$ cat config.mk
export PLATFORM = sky130hd
export DESIGN_NAME = rv32i_dmem_ctrl_flat
export DESIGN_NICKNAME = d
export VERILOG_FILES = /design/src/rtl/rv32i_dmem_ctrl_if.sv /design/src/rtl/rv32i_dmem_ctrl.sv /design/src/flat_wrapper.sv
export SDC_FILE = /design/constraint.sdc
export NUM_CORES = 1
export LEC_CHECK = 0
export CAP_MARGIN = 20
export CORE_ASPECT_RATIO = 1.5
export CORE_MARGIN = 2
export CORE_UTILIZATION = 40
export CTS_BUF_LIST = sky130_fd_sc_hd__clkbuf_8
export CTS_CLUSTER_SIZE = 20
export DETAILED_ROUTE_END_ITERATION = 8
export PLACE_DENSITY_LB_ADDON = 0.05
export REMOVE_ABC_BUFFERS = 1
export SETUP_SLACK_MARGIN = 0.3
export SYNTH_ARGS = -nofsm -noshare
export SYNTH_HDL_FRONTEND = slang
export SYNTH_SLANG_ARGS = --single-unit
$ cat constraint.sdc
create_clock -name clk -period 3.4 [get_ports clk]
set_input_delay 0.34 -clock clk [delete_from_list [all_inputs] [get_ports clk]]
set_output_delay 0.34 -clock clk [all_outputs]
set_load 0.01 [all_outputs]
$ cat src/rtl/rv32i_dmem_ctrl_if.sv
// Request/response bundle between the MEM stage (master) and the data-memory controller (slave).
interface rv32i_dmem_ctrl_if;
  logic        req_valid;
  logic        req_ready;
  logic [31:0] req_adr;
  logic [1:0]  req_sz;
  logic        req_us;
  logic [1:0]  req_type;
  logic [31:0] req_wdata;
  logic        rsp_valid;
  logic [31:0] rsp_rdata;
  logic        rsp_err;

  modport master (
    output req_valid, req_adr, req_sz, req_us, req_type, req_wdata,
    input  req_ready, rsp_valid, rsp_rdata, rsp_err
  );

  modport slave (
    input  req_valid, req_adr, req_sz, req_us, req_type, req_wdata,
    output req_ready, rsp_valid, rsp_rdata, rsp_err
  );
endinterface

$ cat src/rtl/rv32i_dmem_ctrl.sv
// Load/store sequencer for a word-wide byte-enabled RAM; splits word-crossing accesses in two.
module rv32i_dmem_ctrl #(
  parameter int unsigned ADDR_W = 8
) (
  input  logic                  clk,
  input  logic                  rst_n,
  rv32i_dmem_ctrl_if.slave      bus,
  output logic                  mem_en,
  output logic                  mem_we,
  output logic [3:0]            mem_be,
  output logic [ADDR_W-1:0]     mem_adr,
  output logic [31:0]           mem_wdata,
  input  logic [31:0]           mem_rdata
);

  typedef enum logic [2:0] {StIdle, StAcc1, StAcc2, StCapt, StResp} state_e;

  state_e              state_q, state_d;
  logic [ADDR_W-1:0]   adr_q;
  logic [1:0]          boff_q;
  logic [1:0]          sz_q;
  logic                us_q;
  logic                store_q;
  logic                err_q;
  logic [31:0]         wdata_q;
  logic [31:0]         lo_q;
  logic [31:0]         rdata_q;

  logic                req_illegal;
  logic                accept;
  logic                split;
  logic [3:0]          mask;
  logic [3:0]          be_lo, be_hi;
  logic [31:0]         wd_lo, wd_hi;
  logic [31:0]         lo_v, ld_sh, ld_res;

  logic unused_adr_bits;
  assign unused_adr_bits = ^bus.req_adr[31:ADDR_W+2];

  assign req_illegal = (bus.req_sz == 2'b11) ||
                       !((bus.req_type == 2'b01) || (bus.req_type == 2'b10));
  assign accept      = (state_q == StIdle) && bus.req_valid;

  // boff + nbytes > 4
  assign split = ((sz_q == 2'b01) && (boff_q == 2'd3)) ||
                 ((sz_q == 2'b10) && (boff_q != 2'd0));

  always_comb begin
    unique case (sz_q)
      2'b00:   mask = 4'b0001;
      2'b01:   mask = 4'b0011;
      default: mask = 4'b1111;
    endcase
  end

  assign be_lo = mask << boff_q;
  assign be_hi = mask >> (3'd4 - {1'b0, boff_q});
  assign wd_lo = wdata_q << {boff_q, 3'b000};
  assign wd_hi = wdata_q >> (6'd32 - {1'b0, boff_q, 3'b000});

  // Aligned loads take the low word straight from the RAM in CAPT.
  assign lo_v  = split ? lo_q : mem_rdata;
  assign ld_sh = 32'({mem_rdata, lo_v} >> {boff_q, 3'b000});

  always_comb begin
    unique case (sz_q)
      2'b00:   ld_res = {{24{~us_q & ld_sh[7]}}, ld_sh[7:0]};
      2'b01:   ld_res = {{16{~us_q & ld_sh[15]}}, ld_sh[15:0]};
      default: ld_res = ld_sh;
    endcase
  end

  always_ff @(posedge clk) begin
    if (!rst_n) begin
      state_q <= StIdle;
      adr_q   <= '0;
      boff_q  <= '0;
      sz_q    <= '0;
      us_q    <= 1'b0;
      store_q <= 1'b0;
      err_q   <= 1'b0;
      wdata_q <= '0;
      lo_q    <= '0;
      rdata_q <= '0;
    end else begin
      state_q <= state_d;
      if (accept) begin
        adr_q   <= bus.req_adr[ADDR_W+1:2];
        boff_q  <= bus.req_adr[1:0];
        sz_q    <= bus.req_sz;
        us_q    <= bus.req_us;
        store_q <= (bus.req_type == 2'b10);
        err_q   <= req_illegal;
        wdata_q <= bus.req_wdata;
        rdata_q <= '0;
      end
      if ((state_q == StAcc2) && !store_q) lo_q <= mem_rdata;
      if (state_q == StCapt) rdata_q <= ld_res;
    end
  end

  always_comb begin
    state_d = state_q;
    unique case (state_q)
      StIdle: if (bus.req_valid) state_d = req_illegal ? StResp : StAcc1;
      StAcc1: begin
        if (split)        state_d = StAcc2;
        else if (store_q) state_d = StResp;
        else              state_d = StCapt;
      end
      StAcc2:  state_d = store_q ? StResp : StCapt;
      StCapt:  state_d = StResp;
      StResp:  state_d = StIdle;
      default: state_d = StIdle;
    endcase
  end

  // Handshake and RAM strobes are gated by reset so a mid-operation reset issues no access.
  always_comb begin
    bus.req_ready = 1'b0;
    bus.rsp_valid = 1'b0;
    bus.rsp_err   = 1'b0;
    mem_en        = 1'b0;
    mem_we        = 1'b0;
    mem_be        = 4'b0000;
    mem_adr       = '0;
    mem_wdata     = '0;
    if (rst_n) begin
      unique case (state_q)
        StIdle: bus.req_ready = 1'b1;
        StAcc1: begin
          mem_en  = 1'b1;
          mem_we  = store_q;
          mem_adr = adr_q;
          if (store_q) begin
            mem_be    = be_lo;
            mem_wdata = wd_lo;
          end
        end
        StAcc2: begin
          mem_en  = 1'b1;
          mem_we  = store_q;
          mem_adr = adr_q + ADDR_W'(1);
          if (store_q) begin
            mem_be    = be_hi;
            mem_wdata = wd_hi;
          end
        end
        StResp: begin
          bus.rsp_valid = 1'b1;
          bus.rsp_err   = err_q;
        end
        default: ;
      endcase
    end
  end

  assign bus.rsp_rdata = rdata_q;

endmodule

$ cat src/flat_wrapper.sv
// flat-port wrapper written by rule: the top's interface ports become plain ports
module rv32i_dmem_ctrl_flat 
#(
  parameter int unsigned ADDR_W = 8
)
  (clk, rst_n, mem_en, mem_we, mem_be, mem_adr, mem_wdata, mem_rdata, bus_req_valid, bus_req_adr, bus_req_sz, bus_req_us, bus_req_type, bus_req_wdata, bus_req_ready, bus_rsp_valid, bus_rsp_rdata, bus_rsp_err);
  rv32i_dmem_ctrl_if bus_i ();
  input  logic clk;
  input  logic rst_n;
  output logic mem_en;
  output logic mem_we;
  output logic [3:0] mem_be;
  output logic [ADDR_W-1:0] mem_adr;
  output logic [31:0] mem_wdata;
  input  logic [31:0] mem_rdata;
  input wire logic [$bits(bus_i.req_valid)-1:0] bus_req_valid;
  input wire logic [$bits(bus_i.req_adr)-1:0] bus_req_adr;
  input wire logic [$bits(bus_i.req_sz)-1:0] bus_req_sz;
  input wire logic [$bits(bus_i.req_us)-1:0] bus_req_us;
  input wire logic [$bits(bus_i.req_type)-1:0] bus_req_type;
  input wire logic [$bits(bus_i.req_wdata)-1:0] bus_req_wdata;
  output wire logic [$bits(bus_i.req_ready)-1:0] bus_req_ready;
  output wire logic [$bits(bus_i.rsp_valid)-1:0] bus_rsp_valid;
  output wire logic [$bits(bus_i.rsp_rdata)-1:0] bus_rsp_rdata;
  output wire logic [$bits(bus_i.rsp_err)-1:0] bus_rsp_err;
  assign bus_i.req_valid = bus_req_valid;
  assign bus_i.req_adr = bus_req_adr;
  assign bus_i.req_sz = bus_req_sz;
  assign bus_i.req_us = bus_req_us;
  assign bus_i.req_type = bus_req_type;
  assign bus_i.req_wdata = bus_req_wdata;
  assign bus_req_ready = bus_i.req_ready;
  assign bus_rsp_valid = bus_i.rsp_valid;
  assign bus_rsp_rdata = bus_i.rsp_rdata;
  assign bus_rsp_err = bus_i.rsp_err;
  rv32i_dmem_ctrl #(.ADDR_W(ADDR_W)) u_core (.clk(clk), .rst_n(rst_n), .bus(bus_i), .mem_en(mem_en), .mem_we(mem_we), .mem_be(mem_be), .mem_adr(mem_adr), .mem_wdata(mem_wdata), .mem_rdata(mem_rdata));
endmodule
### Word level (Yosys, flattened, before mapping)

Index checks and enable logic that the tools add are counted.

| operators by class | value |
|---|---|
| add/sub/neg operators | 3 |
| multipliers | 0 |
| div/mod/pow operators | 0 |
| magnitude comparators | 0 |
| equal/unequal tests | 11 |
| shift operators | 5 |
| multiplexer cells | 30 |
| bitwise operators | 3 |
| reduce and logical (&&, ||, !) cells | 14 |

Operators with widths:

| cell | count |
|---|---|
| $mux W32 | 6 |
| $pmux W32 S2 | 2 |
| $shr A64 B5 Y32 | 1 |
| $shl A32 B5 Y32 | 1 |
| $shr A32 B6 Y32 | 1 |
| $pmux W4 S2 | 2 |
| $pmux W8 S2 | 1 |
| $mux W3 | 4 |
| $mux W4 | 3 |
| $pmux W3 S4 | 1 |
| $mux W1 | 10 |
| $add A8 B1 Y8 const B | 1 |
| $eq A2 B2 Y1 const B | 4 |
| $mux W8 | 1 |
| $eq A3 B2 Y1 const B | 2 |
| $sub A6 B5 Y6 const A | 1 |
| $eq A2 B1 Y1 const B | 2 |
| $logic_and A1 B1 Y1 | 4 |
| $reduce_bool A2 Y1 | 2 |
| $shl A4 B2 Y4 | 1 |
| $shr A4 B3 Y4 | 1 |
| $eq A3 B1 Y1 const B | 1 |
| $eq A3 B3 Y1 const B | 1 |
| $logic_not A3 Y1 | 1 |
| 8 further kinds | 12 |

| storage, ports and cells | value |
|---|---|
| flip-flop bits (word level) | 114 |
| latch bits | 0 |
| RAM bits | 0 |
| bits in read-only memories | 0 |
| memories | 0 |

### Logic depth before layout (Yosys ltp)

Gate-level depths: netlist (run 1).

| depth | value |
|---|---|
| depth after elaboration | 8 |
| mapped depth | 12 |

### Worst setup path before layout (run 1)

Ideal clock, no wire load.

| path | value |
|---|---|
| path kind | register -> register |
| from | register u_core.boff_q[0] |
| to | register u_core.rdata_q[30] (netlist: u_core.bus.rsp_rdata[30]) |
| setup time | 0.064 ns |
| data arrival time | 2.909 ns |
| path slack | 0.427 ns |
| stages on the path, launching flop included | 13 |
| cells stage by stage | dfxtp_1 -> buf_2 -> buf_4 -> inv_1 -> buf_1 -> ha_1 -> or3b_4 -> nand2_2 -> mux4_2 -> or3_1 -> buf_2 -> buf_6 -> nand4_2 |

| on the way | value |
|---|---|
| longest elaborated chain between the ends | 8 |

Ends and longest elaborated chain:

| element | RTL line | RTL |
|---|---|---|
| start: declaration | rv32i_dmem_ctrl.sv:20 | `logic [1:0] boff_q;` |
| start signal: assignment | rv32i_dmem_ctrl.sv:89 | `boff_q <= bus.req_adr[1:0];` |
| $eq A2 B2 Y1 / $reduce_bool A2 Y1 (equally long branches) | rv32i_dmem_ctrl.sv:45, rv32i_dmem_ctrl.sv:46 |  |
| $logic_and A1 B1 Y1 (on tied branches) | rv32i_dmem_ctrl.sv:45, rv32i_dmem_ctrl.sv:46 |  |
| $logic_or A1 B1 Y1 | rv32i_dmem_ctrl.sv:45 | `assign split = ((sz_q == 2'b01) && (boff_q == 2'd3)) \|\|` |
| $mux W32 | rv32i_dmem_ctrl.sv:62 | `assign lo_v = split ? lo_q : mem_rdata;` |
| $shr A64 B5 Y32 (*) | rv32i_dmem_ctrl.sv:63 | `assign ld_sh = 32'({mem_rdata, lo_v} >> {boff_q, 3'b000});` |
| $and A1 B1 Y1 (on tied branches) | rv32i_dmem_ctrl.sv:68, rv32i_dmem_ctrl.sv:67 |  |
| $pmux W32 S2 (*) | rv32i_dmem_ctrl.sv:66 | `unique case (sz_q)` |
| $mux W32 (*) | rv32i_dmem_ctrl.sv:98 | `if (state_q == StCapt) rdata_q <= ld_res;` |
| end signal: assignment | rv32i_dmem_ctrl.sv:98 |  |
| end: declaration | rv32i_dmem_ctrl.sv:27 | `logic [31:0] rdata_q;` |

Every way passes the cells marked *; elsewhere a longest branch is shown, timed or not.
A chain may end at the register's enable or synchronous reset.

### Worst setup path after layout (run 1)

| path | value |
|---|---|
| from | register u_core.boff_q[0] |
| to | output port mem_wdata[26] |

| on the way | value |
|---|---|
| longest elaborated chain between the ends | 5 |

Ends and longest elaborated chain:

| element | RTL line | RTL |
|---|---|---|
| $sub A6 B5 Y6 | rv32i_dmem_ctrl.sv:59 | `assign wd_hi = wdata_q >> (6'd32 - {1'b0, boff_q, 3'b000});` |
| $shr A32 B6 Y32 | rv32i_dmem_ctrl.sv:59 |  |
| $mux W32 | rv32i_dmem_ctrl.sv:144 | `if (store_q) begin` |
| $pmux W32 S2 (*) | rv32i_dmem_ctrl.sv:129 | `unique case (state_q)` |
| $mux W32 (*) | rv32i_dmem_ctrl.sv:128 | `if (rst_n) begin` |
| end: declaration | flat_wrapper.sv:14 | `output logic [31:0] mem_wdata;` |

Marks and branches as above.

==> results of run 1 <==
power breakdown:
| part | leakage (nW) | total (mW) | internal [mW] | switching [mW] |
|---|---|---|---|---|
| clock | 0.175 | 1.18 | 0.568 | 0.611 |
| sequential | 0.929 | 1.46 | 1.39 | 0.0655 |
| combinational | 2.14 | 0.716 | 0.311 | 0.405 |
how the worst min path moves through the flow:
stage                       from            endpoint  slack [ps]  cells past startpoint
2_1_floorplan     u_core.lo_q[0]      u_core.lo_q[0]         430                      2
3_3_place_gp     u_core.lo_q[29]     u_core.lo_q[29]         440                      2
3_5_place_dp      u_core.lo_q[0]      u_core.lo_q[0]         450                      2
4_1_cts        bus_req_wdata[21]  u_core.wdata_q[21]         420                      3
5_1_grt        bus_req_wdata[21]  u_core.wdata_q[21]         430                      3
6_report       bus_req_wdata[29]  u_core.wdata_q[29]         440                      3
kinds of logic after synthesis:
family / share of synthesized area, %
flops: 32.3
fa+ha+maj: 0.708
simple gates: 24.5
compound gates: 23.0
buf+inv: 5.66
mux: 13.9
layout by cell type (no fill, tap or decap), types with 4 or more instances in the layout:
cell / instances
clkdlybuf4s50_1: 159
mux4_2: 15
nand3_1: 11
clkbuf_8: 17
nand2_1: 221
a22oi_1: 20
mux2_2: 19
and2_1: 6
a311oi_1: 4
nor2_1: 51
o21ai_0: 37
o211ai_1: 16
buf_4: 25
clkinvlp_4: 5
clkinv_2: 6
or3_1: 8
dfxtp_1: 110
nand4_1: 15
nor2b_1: 19
o221ai_1: 8
mux2i_1: 43
a221oi_1: 7
a21oi_1: 153
a211oi_1: 16
inv_1: 8
nor3_1: 20
nand2b_1: 9
worst max-delay path: stages (launching register included):
cell	delay (ps)
dfxtp_4	370
inv_1	80
ha_4	180
nand3b_1	240
nor3_4	210
buf_6	190
a21oi_1	90
a311oi_2	300
clkdlybuf4s50_1	590
registers in the layout, indices dropped and copies added, names as in the netlist:
signal / cells
u_core.adr_q: 8
u_core.us_q: 1
u_core.err_q: 1
u_core.wdata_q: 32
u_core.store_q: 1
u_core.state_q: 3
u_core.sz_q: 2
u_core.bus.rsp_rdata: 32
u_core.lo_q: 32
u_core.boff_q: 2
stage by stage:
| stage | power, mW | hold slack, ps | TNS, ps |
|---|---|---|---|
| final | 3.35 | 442 | 0 |
| after global routing | 3.51 | 430 | 0 |
| after CTS | 3.36 | 418 | 0 |
| after detailed placement | 2.18 | 448 | 0 |
| after global placement | 2.18 | 439 | 0 |
| after floorplan | 1.89 | 433 | -185420 |
layer usage:
layer  track usage [%]  vias to the layer above  part of all wire (%)
li1                  -                     3642                     -
met1              29.1                     3427                    42
met2              43.2                      216                    51
met3              4.73                       29                   5.1
met4              8.17                        0                   2.2
met5                 0                        -                     0
final cells by class:
cell class	count	area (um2)
clock buffer	17	234
clock inverter	15	119
fill	1738	8040
multi-input combinational	742	4470
tap	213	267
timing repair buffer	192	1900
sequential	114	2290
inverter	8	30.0
what timing repair did:
item,CTS,global route
pin swaps,0,1
setup endpoints to repair,36,37
cloned,0,1
buffers inserted,1,0
gates resized for setup,7,15
==> flow_metrics.env, run 1 <==
export IMPL_netlist_area_um2=7070
export IMPL_core_area_um2=17300
export IMPL_routedWlPerCell_um=17.9
export IMPL_synth_seq_cells=114
export IMPL_dp_hpwl_um=15300
export IMPL_worstMarginPinSlew_ps=1050
export IMPL_fin_worst_skew_ps=10.5
export IMPL_place_area_um2=8850
export IMPL_powerDensity_nw_per_um2=360
export IMPL_layout_min_cycle_time_ps=3040
export IMPL_clkSinkCount=114
export IMPL_fp_dieArea_um2=18800
export IMPL_worst_setup_path_type="reg2out"
export IMPL_overflow=0
export IMPL_die_h_um=167
export IMPL_finalMaxSlewViolations=0
export IMPL_setup_ws_ps=358
export IMPL_area_growth_pct=31.7
export IMPL_status="complete, no violations"
export IMPL_worstPathArrival_ps=2700
export IMPL_synth_top_area_cell="dfxtp_1"
export IMPL_die_w_um=113
export IMPL_setup_violations=0
export IMPL_end_kind="output port"
export IMPL_synthArstFlopShare_pct=0
export IMPL_clock_path_buffers=2
export IMPL_cp_required_ps=3060
export IMPL_cts_tree="done"
export IMPL_grt_pass1_wl_um=36800
export IMPL_post_place_ws_ps=398
export IMPL_hold_viol=0
export IMPL_via_per_inst=5.62
export IMPL_h_tree_depth=4
export IMPL_ys_warnings_count=0
export IMPL_power_leakage_nw=3.24
export IMPL_hp_class="in2reg"
export IMPL_drt_iter0_drc=428
export IMPL_cts_hold_buf=0
export IMPL_ys_types=52
export IMPL_instances_no_fill=1301
export IMPL_routed_via_count=7314
export IMPL_clkTransAtPathRegs_ps=80
export IMPL_synthTopCellsByArea="dfxtp_1 32%, nand2_1 12%, a21oi_1 11%"
export IMPL_crit_path_end="mem_wdata[26]"
export IMPL_place_congestion=0.817
export IMPL_syn_area_per_cell_um2=7.47
export IMPL_synth_edf_count=0
export IMPL_rsz0062_at_grt="no"
export IMPL_yosysSeqAreaShare_pct=32.3
export IMPL_yosysTopAreaCellShare_pct=32.3
export IMPL_layout_nets=1183
export IMPL_start_kind="flop"
export IMPL_grt_pass1_vias=7016
export IMPL_reg2reg_from="u_core.boff_q[0]"
export IMPL_ios=185
export IMPL_relSlewSlack_pct=30.3
export IMPL_rr_worst_depth=7
export IMPL_final_cell_area_um2=9310
export IMPL_numCtsBuffers=17
export IMPL_antenna_cells=0
export IMPL_clock_latency_ps=440
export IMPL_fin_util_pct=53.7
export IMPL_worstPathMaxFanout=8
export IMPL_cts_root_buffer="clkbuf_8"
export IMPL_r2r_end="u_core.bus.rsp_rdata[18]"
export IMPL_grtUsageTotal_pct=24.3
export IMPL_synth_most_common_cell="nand2_1"
export IMPL_drive_gt1_share_pct=11.2
export IMPL_startpoint="u_core.boff_q[0]"
export IMPL_dpl_cell_count=1267
export IMPL_worst_ir_drop_vdd_v=0.000183
export IMPL_wirelength_um=23300
export IMPL_synth_commonest_cells="222 x nand2_1, 153 x a21oi_1, 114 x dfxtp_1, 53 x clkbuf_1, 52 x nor2_1"
export IMPL_grt_max_degree=125
export IMPL_synth_main_ff_cell="dfxtp_1"
export IMPL_final_antenna_net_count=0
export IMPL_port_buffer_count=162
export IMPL_fmax_mhz=329
export IMPL_row_count=59
export IMPL_antenna_found_initial=0
export IMPL_drv_cap=0
export IMPL_drt_pass1_iterations=5
export IMPL_start_util_pct=40.8
export IMPL_period_share_pct=89.5
export IMPL_rrSetupSlack_ps=440
export IMPL_drc=0
export IMPL_synthCells=947
Note: power is estimated with default switching activity, not from simulation.
==> inputs of run 2 (changes only) <==
CORE_UTILIZATION = 25   (was 40)
SETUP_SLACK_MARGIN = 0.05   (was 0.3)
==> run 2 against run 1 <==
Net effect: clock power up 19%; via count down 1.2%; sequential share of layout area down 0.56 points; wire length up 18%; first-iteration DRC count down 13%; register-to-register slack better by 340 ps; non-clock buffer count up 6; clock-buffer cell count up 4.
==> flow_metrics.env, run 2 (synthesis results as in run 1) <==
export IMPL_h_tree_depth=4
export IMPL_via_per_inst=5.02
export IMPL_final_cell_area_um2=9510
export IMPL_fp_dieArea_um2=29700
export IMPL_numCtsBuffers=17
export IMPL_routed_via_count=7226
export IMPL_grtUsageTotal_pct=18.5
export IMPL_p_int_mw=2.49
export IMPL_fin_util_pct=34.1
export IMPL_period_share_pct=95.1
export IMPL_clock_path_buffers=2
export IMPL_port_buffer_count=162
export IMPL_wirelength_um=27500
export IMPL_ios=185
export IMPL_place_congestion=0.768
export IMPL_instances_no_fill=1440
export IMPL_powerDensity_nw_per_um2=378
export IMPL_start_kind="flop"
export IMPL_regArea_um2=2290
export IMPL_hold_viol=0
export IMPL_layout_common_cells="222 x nand2_1, 162 x clkdlybuf4s50_1, 153 x a21oi_1"
export IMPL_worstPathArrival_ps=2900
export IMPL_power_total_mw=3.59
export IMPL_clkTransAtPathRegs_ps=80
export IMPL_die_w_um=141
export IMPL_antenna_found_initial=0
export IMPL_dp_hpwl_um=18200
export IMPL_core_area_um2=27900
export IMPL_final_fill_count=2982
export IMPL_cp_required_ps=3060
export IMPL_rsz0062_at_grt="yes"
export IMPL_row_count=75
export IMPL_timing_setup_tns_ps=0
export IMPL_drt_pass1_iterations=4
export IMPL_cts_tree="done"
export IMPL_fmax_mhz=309
export IMPL_worst_setup_path_type="reg2out"
export IMPL_fin_worst_skew_ps=12.7
export IMPL_antenna_cells=0
export IMPL_layout_nets=1189
export IMPL_grt_pass1_vias=7354
export IMPL_drive_gt1_share_pct=11.2
export IMPL_grt_pass1_wl_um=42400
export IMPL_seq_power_share_pct=40.5
export IMPL_die_h_um=210
export IMPL_cts_root_buffer="clkbuf_8"
export IMPL_start_util_pct=25.4
export IMPL_drv_cap=0
export IMPL_final_antenna_net_count=0
export IMPL_clock_latency_ps=450
export IMPL_end_kind="output port"
export IMPL_routedWlPerCell_um=19.1
export IMPL_final_common_cell="nand2_1"
export IMPL_switching_share_pct=30.8
export IMPL_drt_iter0_drc=371
export IMPL_overflow=0
export IMPL_setup_violations=0
export IMPL_pwr_share_comb_pct=20.3
export IMPL_finalMaxSlewViolations=0
export IMPL_worstPathMaxFanout=7
export IMPL_grt_max_degree=49
export IMPL_multi_input_area_um2=4430
export IMPL_drc=0
export IMPL_worstMarginPinSlew_ps=1010
export IMPL_relSlewSlack_pct=32.9
export IMPL_worst_ir_drop_vdd_v=0.000212
export IMPL_power_switching_mw=1.11
export IMPL_area_growth_pct=34.5
export IMPL_status="complete, no violations"
export IMPL_pwr_share_clk_pct=39.2
export IMPL_layout_min_cycle_time_ps=3240
export IMPL_hp_class="in2reg"
export IMPL_dpl_cell_count=1406
export IMPL_clkSinkCount=114
export IMPL_place_area_um2=9060
export IMPL_power_leakage_nw=3.25
==> run 2: area by class of cell <==
cell class / count / share of cell area [%]
flip-flops and latches: 114 / 24.1
repair buffers: 198 / 20.0
clock buffers: 21 / 3.04
inverters: 8 / 0.316
multi-input cells: 742 / 46.6
well taps: 346 / 4.55
clock inverters: 11 / 1.42
==> run 2: path summary, 6_finish.rpt <==
kind                                                  to  cells past startpoint               from  slack (ps)
worst max-delay path                       mem_wdata[25]                      8   u_core.boff_q[0]         160
worst min-delay path                  u_core.wdata_q[19]                      3  bus_req_wdata[19]         430
worst max register to register  u_core.bus.rsp_rdata[16]                      6     u_core.sz_q[1]         780
worst min register to register               u_core.us_q                      2        u_core.us_q         460
==> run 2: stage by stage <==
stage	setup WS [ps]	hold WS [ps]
detailed placement	485	447
floorplan	-2870	433
global route	1.06	413
CTS	80.6	388
global placement	483	440
finish	165	427
==> run 2: power by group through the flow <==
| stage | clock network, mW | logic (mW) | registers, mW |
|---|---|---|---|
| 3_5_place_dp | 0 | 0.731 | 1.48 |
| 2_1_floorplan | 0 | 0.390 | 1.50 |
| 6_report | 1.41 | 0.730 | 1.45 |
| 3_3_place_gp | 0 | 0.732 | 1.48 |
| 4_1_cts | 1.47 | 0.734 | 1.45 |
| 5_1_grt | 1.52 | 0.807 | 1.46 |
==> run 2: routing by layer <==
layer	GRT usage (%)	part of all wire, %	up-vias
li1	-	-	3639
met1	22.0	42	3407
met2	34.1	53	163
met3	3.61	4.1	17
met4	4.28	1.4	0
met5	0	0	-
==> run 2: repair_timing <==
item,in CTS,in global routing
hold buffers,0,0
pin swaps,0,2
buffers inserted,0,1
gates resized for setup,1,2
gates cloned,0,1
setup endpoints to repair,5,22
==> run 2: worst max-delay path, cell delays in order (launching register included) <==
cell and delay, ps:
dfxtp_4 370, inv_1 50, ha_1 270, nand3b_1 220, nor3_2 190, buf_4 230, a21oi_1 80, a311oi_1 400
clkdlybuf4s50_1 620
==> inputs of run 3 (changes only) <==
CAP_MARGIN = not set   (was 20)
==> results of run 3 <==
The final DEF is identical to that of run 2; final timing and power are the same.
==> edit 1, RTL diff (flow settings as in run 1) <==
Reset style: asynchronous (`rst_n`), changed in one clocked block.
--- a/src/rtl/rv32i_dmem_ctrl.sv
+++ b/src/rtl/rv32i_dmem_ctrl.sv
@@ -72,3 +72,3 @@
 
-  always_ff @(posedge clk) begin
+  always_ff @(posedge clk or negedge rst_n) begin
     if (!rst_n) begin
Formal check against the unedited RTL: differs if rst_n is asserted again (counterexample within 4 cycles, from zero or initial values and one cycle with rst_n low); with rst_n held inactive, the same outputs for 4 cycles.
==> edit 1 against run 1 <==
  * Area after synthesis rose by 14%
  * Sequential cell count stayed put
  * Setup slack improved by 0.033 ns
  * Routed wire length increased by 15%
  * Critical endpoint is now mem_wdata[31]
  * Design area rose by 13%
Power is not compared: it rests on default switching activity, and its combinational part moved more than twofold at a synthesized area within 25%.
==> edit 1: results (changes against run 1) <==
.. list-table::
   :header-rows: 1

   * - Metric
     - Value
   * - Cell leakage power
     - 4.65 nW
   * - Synth Area in Compound Gates
     - 20.8% (-2.1 points)
   * - Worst min-delay path class
     - input pin to async pin
   * - Cell types with the highest counts after synthesis
     - 223 x nand2_1, 114 x dfrtp_1, 81 x mux2i_1, 60 x clkbuf_1, 45 x nor2_1
   * - Arrival time of data at the critical path endpoint
     - 2.67 ns (-0.03 ns)
   * - Largest driver fanout on the critical path
     - 4 (-4)
   * - Fraction of layout cells with a size suffix above 1
     - 13.1% (+1.9 points)
   * - Minimum clock period
     - 3.01 ns (-0.0331 ns)
   * - GRT Resource Usage Total
     - 25.2% (+0.85 points)
   * - CTS Buf Count
     - 17 (unchanged)
   * - Yosys warning total
     - 0 (unchanged)
   * - Routed Wire Length
     - 26800 um (+15%)
   * - FF-to-FF Start
     - u_core.boff_q[0]
   * - Estimated wirelength of the detail-placed design
     - 17100 um (+12%)
   * - Global-route wire length before repair
     - 42400 um (+15%)
   * - Mux contribution to synthesized area
     - 16.0% (+2.1 points)
   * - Final Net Count
     - 1226 (+3.6%)
   * - Initial DRT Pass Iterations
     - 5 (unchanged)
   * - Post-synthesis share of cell area spent on xor and xnor gates
     - 0.217% (+0.22 points)
   * - Sequential-to-total area share from yosys stat
     - 35.3% (+3.0 points)
   * - Via density
     - 5.76 (+2.5%)
   * - Insertion delay to the later sink of the worst-skew pair
     - 0.44 ns (about the same)
   * - Slew @ Worst Pin
     - 1.00 ns (-0.0442 ns)
   * - Number of filler instances in the final layout
     - 1910 (+9.9%)
   * - Switching share of total power
     - 45.8%
   * - Violation count after the first detailed-routing iteration
     - 561 (+31%)
   * - Number of different library cells in the post-synthesis netlist
     - 56 (+7.7%)
   * - Maximum number of pins on one net before global-route repair
     - 124 (-0.80%)
   * - Area occupied by multi-input gates
     - 0.00489 mm^2 (+9.3%)
   * - CTS Buffer Depth
     - 2 (unchanged)
   * - Fraction of registers with async set/reset
     - 100% (+100 points)
   * - # H-tree levels
     - 4 (unchanged)
   * - Worst Skew
     - 0.0136 ns (+0.00310 ns)
   * - Input/output buffers
     - 162 (unchanged)
   * - Worst reg-to-reg setup slack
     - 0.58 ns (+0.14 ns)
   * - Clock transition at the registers of the reported paths
     - 0.08 ns (about the same)
   * - Area after DPL
     - 0.0100 mm^2 (+13%)
   * - Root cell of the clock tree
     - clkbuf_8
   * - Cell types with the largest area share after synthesis
     - dfrtp_1 35%, nand2_1 10%, mux2i_1 10%
   * - DP Worst Slack
     - 0.453 ns (+0.0551 ns)
   * - Status
     - complete, no violations
   * - Adder-cell share of the synthesized area
     - 0.743% (+0.035 points)
   * - Antenna violations before repair
     - 1 (+1)
   * - Dominant synthesized flop cell
     - dfrtp_1
   * - Number of global-route vias before repair
     - 7852 (+12%)
   * - Largest vdd supply drop
     - 0.000400 V
   * - Capture point of the worst reg-to-reg path
     - u_core.bus.rsp_rdata[15]
   * - Path depth of the worst reg2reg path
     - 9 (+2)
   * - Final weighted congestion of routability-driven global placement
     - 0.816 (-0.13%)
## edit 1: worst max path at each step
stage | startpoint | slack, ns | endpoint
6_report | u_core.boff_q[0] | 0.39 | mem_wdata[31]
5_1_grt | u_core.boff_q[0] | 0.29 | u_core.bus.rsp_rdata[8]
2_1_floorplan | u_core.boff_q[0] | -2.25 | u_core.bus.rsp_rdata[30]
4_1_cts | u_core.sz_q[1] | 0.22 | mem_be[1]
3_3_place_gp | u_core.boff_q[0] | 0.45 | mem_wdata[31]
3_5_place_dp | u_core.boff_q[1] | 0.45 | u_core.bus.rsp_rdata[12]
## edit 1: logic make-up (layout without fill, tap and decap cells)
family,count (synthesis),count (layout)
buffers and inverters,99,246
xor gates and xnor gates,2,2
other,0,1
and+or+nand+nor,397,397
AOI/OAI and AO/OA,243,243
DFF,114,114
muxes,123,123
adders and majority gates,5,5
## edit 1: cell type report
| class | count | area share [%] |
|---|---|---|
| inverters | 9 | 0.345 |
| flip-flops and latches | 114 | 27.2 |
| repair buffers | 206 | 19.1 |
| multi-input cells | 770 | 46.5 |
| clock buffers | 19 | 2.48 |
| well taps | 260 | 3.09 |
| clock inverters | 12 | 1.34 |
| diodes | 1 | 0.0238 |
## edit 1: critical path, stage by stage, from the launching register on
cell	delay, ns
dfrtp_4	0.43
inv_2	0.05
ha_2	0.18
or3_1	0.43
nor3_4	0.19
buf_4	0.15
buf_4	0.13
a2bb2oi_1	0.06
a311oi_1	0.30
dlygate4sd2_1	0.32
## edit 1: metal layers
metal,global-route usage (%),wire [um]
met5,0,0
met4,8.97,685
met3,4.73,1540
met2,44.4,13400
met1,30.5,11200
## edit 1: power groups by stage
stage,registers (mW),clock network (mW),logic [mW]
6_report,2.66,1.36,5.52
5_1_grt,2.76,1.43,6.08
4_1_cts,2.64,1.39,5.47
3_5_place_dp,2.65,0,5.40
3_3_place_gp,2.65,0,5.34
2_1_floorplan,2.86,0,3.29
## edit 1: what timing repair did
item                       in CTS  in global routing
setup endpoints to repair      32                 26
pin swaps                       4                  3
resized for setup              31                 23
buffers inserted                2                  0
## edit 1: through the flow
step                      std cells  hold WS (ns)
after floorplan                 893        0.0444
after global placement         1357         0.466
after detailed placement       1357         0.468
after CTS                      1390        0.0559
after global routing           1390        0.0874
final                          1391        0.0156
==> edit 2, RTL diff (settings of run 1) <==
Made on the original files. `ADDR_W` is set to 8 in 2 places; all go to 9.
--- a/src/rtl/rv32i_dmem_ctrl.sv
+++ b/src/rtl/rv32i_dmem_ctrl.sv
@@ -2,3 +2,3 @@
 module rv32i_dmem_ctrl #(
-  parameter int unsigned ADDR_W = 8
+  parameter int unsigned ADDR_W = 9
 ) (
--- a/src/flat_wrapper.sv
+++ b/src/flat_wrapper.sv
@@ -3,3 +3,3 @@
 #(
-  parameter int unsigned ADDR_W = 8
+  parameter int unsigned ADDR_W = 9
 )
Ports: changed (resized mem_adr); port bits go from 185 to 186. No check against the original RTL was run, so the function may have changed too.
==> edit 2 against run 1 <==
  * Global-route usage increased by 0.93 points
  * Design area increased by 3.3%
  * Critical path type unchanged
  * The run now ends with design-rule violations left
  * Fmax decreased by 0.14%
  * Area after synthesis increased by 1.2%
  * Largest cell class unchanged
  * Count of clock-buffer cells in the layout increased by 3
  * Routed wire length increased by 4.2%
  * Final cell count increased by 2.8%
  * First-iteration DRC count increased by 21%
  * Non-clock buffer count increased by 12
  * Power increased by 12%
  * Sequential cell count increased by 1
  * Setup slack got worse by 0.0042 ns
  * Clock power increased by 31%
==> edit 2: results (changes against run 1) <==
.. list-table::
   :header-rows: 1

   * - Metric
     - Value
   * - FF-to-FF Start
     - u_core.boff_q[0]
   * - Insertion delay to the later sink of the worst-skew pair
     - 0.45 ns
   * - Fraction of registers with async set/reset
     - 0% (unchanged)
   * - CTS Buf Count
     - 17 (unchanged)
   * - Arrival time of data at the critical path endpoint
     - 2.71 ns (about the same)
   * - Switching share of total power
     - 29.4% (-2.9 points)
   * - Final Net Count
     - 1220 (+3.1%)
   * - DP Worst Slack
     - 0.677 ns (+0.279 ns)
   * - Headroom to the max-slew limit
     - 44.0% (+14 points)
   * - Maximum number of pins on one net before global-route repair
     - 81 (-35%)
   * - Largest driver fanout on the critical path
     - 11 (+3)
   * - Total DRC errors in the routed layout
     - 8 (+8)
   * - Antenna violations before repair
     - 0 (unchanged)
   * - Via count of the routed design
     - 7678 (+5.0%)
   * - Clock transition at the registers of the reported paths
     - 0.08 ns (about the same)
   * - Global-route wire length before repair
     - 38300 um (+4.2%)
   * - Number of different library cells in the post-synthesis netlist
     - 55 (+5.8%)
   * - Capture point of the worst reg-to-reg path
     - u_core.bus.rsp_rdata[16]
   * - Status
     - finished, violations left
   * - Path depth of the worst reg2reg path
     - 9 (+2)
   * - Post-synthesis share of cell area spent on xor and xnor gates
     - 0% (unchanged)
   * - Initial DRT Pass Iterations
     - 7 (+2)
   * - Worst min-delay path class
     - input pin to flip-flop
   * - Root cell of the clock tree
     - clkbuf_8
   * - Cell types with the largest area share after synthesis
     - dfxtp_1 32%, nand2_1 12%, a21oi_1 12%
   * - Estimated wirelength of the detail-placed design
     - 16200 um (+6.0%)
   * - Cell types with the highest counts after synthesis
     - 224 x nand2_1, 165 x a21oi_1, 115 x dfxtp_1, 58 x clkbuf_1, 56 x nor2_1
   * - GRT Resource Usage Total
     - 25.3% (+0.93 points)
   * - Final weighted congestion of routability-driven global placement
     - 0.820 (+0.34%)
   * - Number of filler instances in the final layout
     - 1741 (+0.17%)
   * - Routed length per placed instance
     - 18.2 um (+1.4%)
   * - Adder-cell share of the synthesized area
     - 0.699% (-0.0087 points)
   * - Violation count after the first detailed-routing iteration
     - 519 (+21%)
   * - Input/output buffers
     - 164 (+1.2%)
   * - Min-Delay Startpoint
     - bus_req_wdata[0]
   * - Mux contribution to synthesized area
     - 10.6% (-3.3 points)
   * - Number of instances on the worst hold path
     - 3 (unchanged)
   * - Largest vdd supply drop
     - 0.000223 V (+22%)
   * - # H-tree levels
     - 4 (unchanged)
   * - Fraction of layout cells with a size suffix above 1
     - 11.0% (-0.19 points)
   * - Worst reg-to-reg setup slack
     - 0.74 ns (+0.30 ns)
   * - Failing checks
     - design-rule violations
   * - Sink of the worst hold path
     - u_core.wdata_q[0]
   * - WHS
     - 0.432 ns (-0.00986 ns)
   * - Synth Area in Compound Gates
     - 27.4% (+4.5 points)
   * - Cell leakage power
     - 3.55 nW (+9.6%)
   * - Worst Skew
     - 0.0141 ns (+0.00359 ns)
   * - Yosys warning total
     - 0 (unchanged)
   * - Number of global-route vias before repair
     - 7273 (+3.7%)
   * - Sequential-to-total area share from yosys stat
     - 32.2% (-0.12 points)
[edit 2: kinds of logic (layout without fill, tap and decap cells)]
kind of cell	count (synthesis)	count (layout)
and+or+nand+nor	382	382
DFF	115	115
AOI/OAI and AO/OA	324	324
buffers and inverters	92	244
muxes	56	56
adders and majority gates	4	4
[edit 2: worst max-delay path by stage]
| stage | start | end | slack (ns) | cells past startpoint |
|---|---|---|---|---|
| 5_1_grt | u_core.state_q[0] | mem_wdata[26] | 0.20 | 8 |
| 2_1_floorplan | u_core.boff_q[0] | u_core.bus.rsp_rdata[23] | -2.47 | 7 |
| 4_1_cts | u_core.state_q[0] | mem_wdata[26] | 0.29 | 8 |
| 3_3_place_gp | u_core.state_q[0] | mem_be[3] | 0.68 | 6 |
| 3_5_place_dp | u_core.state_q[0] | mem_wdata[31] | 0.68 | 7 |
| 6_report | u_core.state_q[0] | mem_adr[4] | 0.35 | 6 |
[edit 2: metal layers]
metal | track usage, % | part of all wire [%]
met5 | 0 | 0
met4 | 10.1 | 2.4
met3 | 4.86 | 5.9
met2 | 44.7 | 51
met1 | 29.8 | 41
[edit 2: what timing repair did]
| action | in CTS | in global routing |
|---|---|---|
| setup endpoints to repair | 25 | 26 |
| pin swaps | 1 | 2 |
| buffers inserted | 0 | 4 |
| resized for setup | 18 | 16 |
[edit 2: cell type report]
class	count	area [um^2]	area share (%)
multi-input combinational	766	4540	47.2
sequential	115	2310	24.0
timing repair buffer	204	2000	20.8
clock buffer	20	275	2.86
tap	213	267	2.77
clock inverter	12	201	2.09
inverter	8	30.0	0.312
[edit 2: critical path, stage by stage, from the launching register on]
cell and delay [ns]:
dfxtp_1 0.35, buf_4 0.18, nor2_1 0.11, nand2_2 0.18, or4b_2 0.67, a21oi_1 0.21
clkdlybuf4s50_1 0.56
[edit 2: through the flow]
step                std cells  instance area, um^2  TNS, ns  util [%]
floorplan                 889                 6800  -151.55         -
global placement         1302                 9020        0      51.8
detailed placement       1302                 9020        0      51.8
CTS                      1334                 9520        0      54.7
global route             1338                 9620        0      55.2
finish                   1338                 9620        0      55.2
[edit 2: power by group through the flow]
stage	Clock [mW]	Combinational, mW	Sequential [mW]
after global routing	1.63	0.815	1.48
after global placement	0	0.723	1.50
after CTS	1.58	0.736	1.47
after floorplan	0	0.404	1.51
after detailed placement	0	0.728	1.50
final	1.55	0.741	1.47
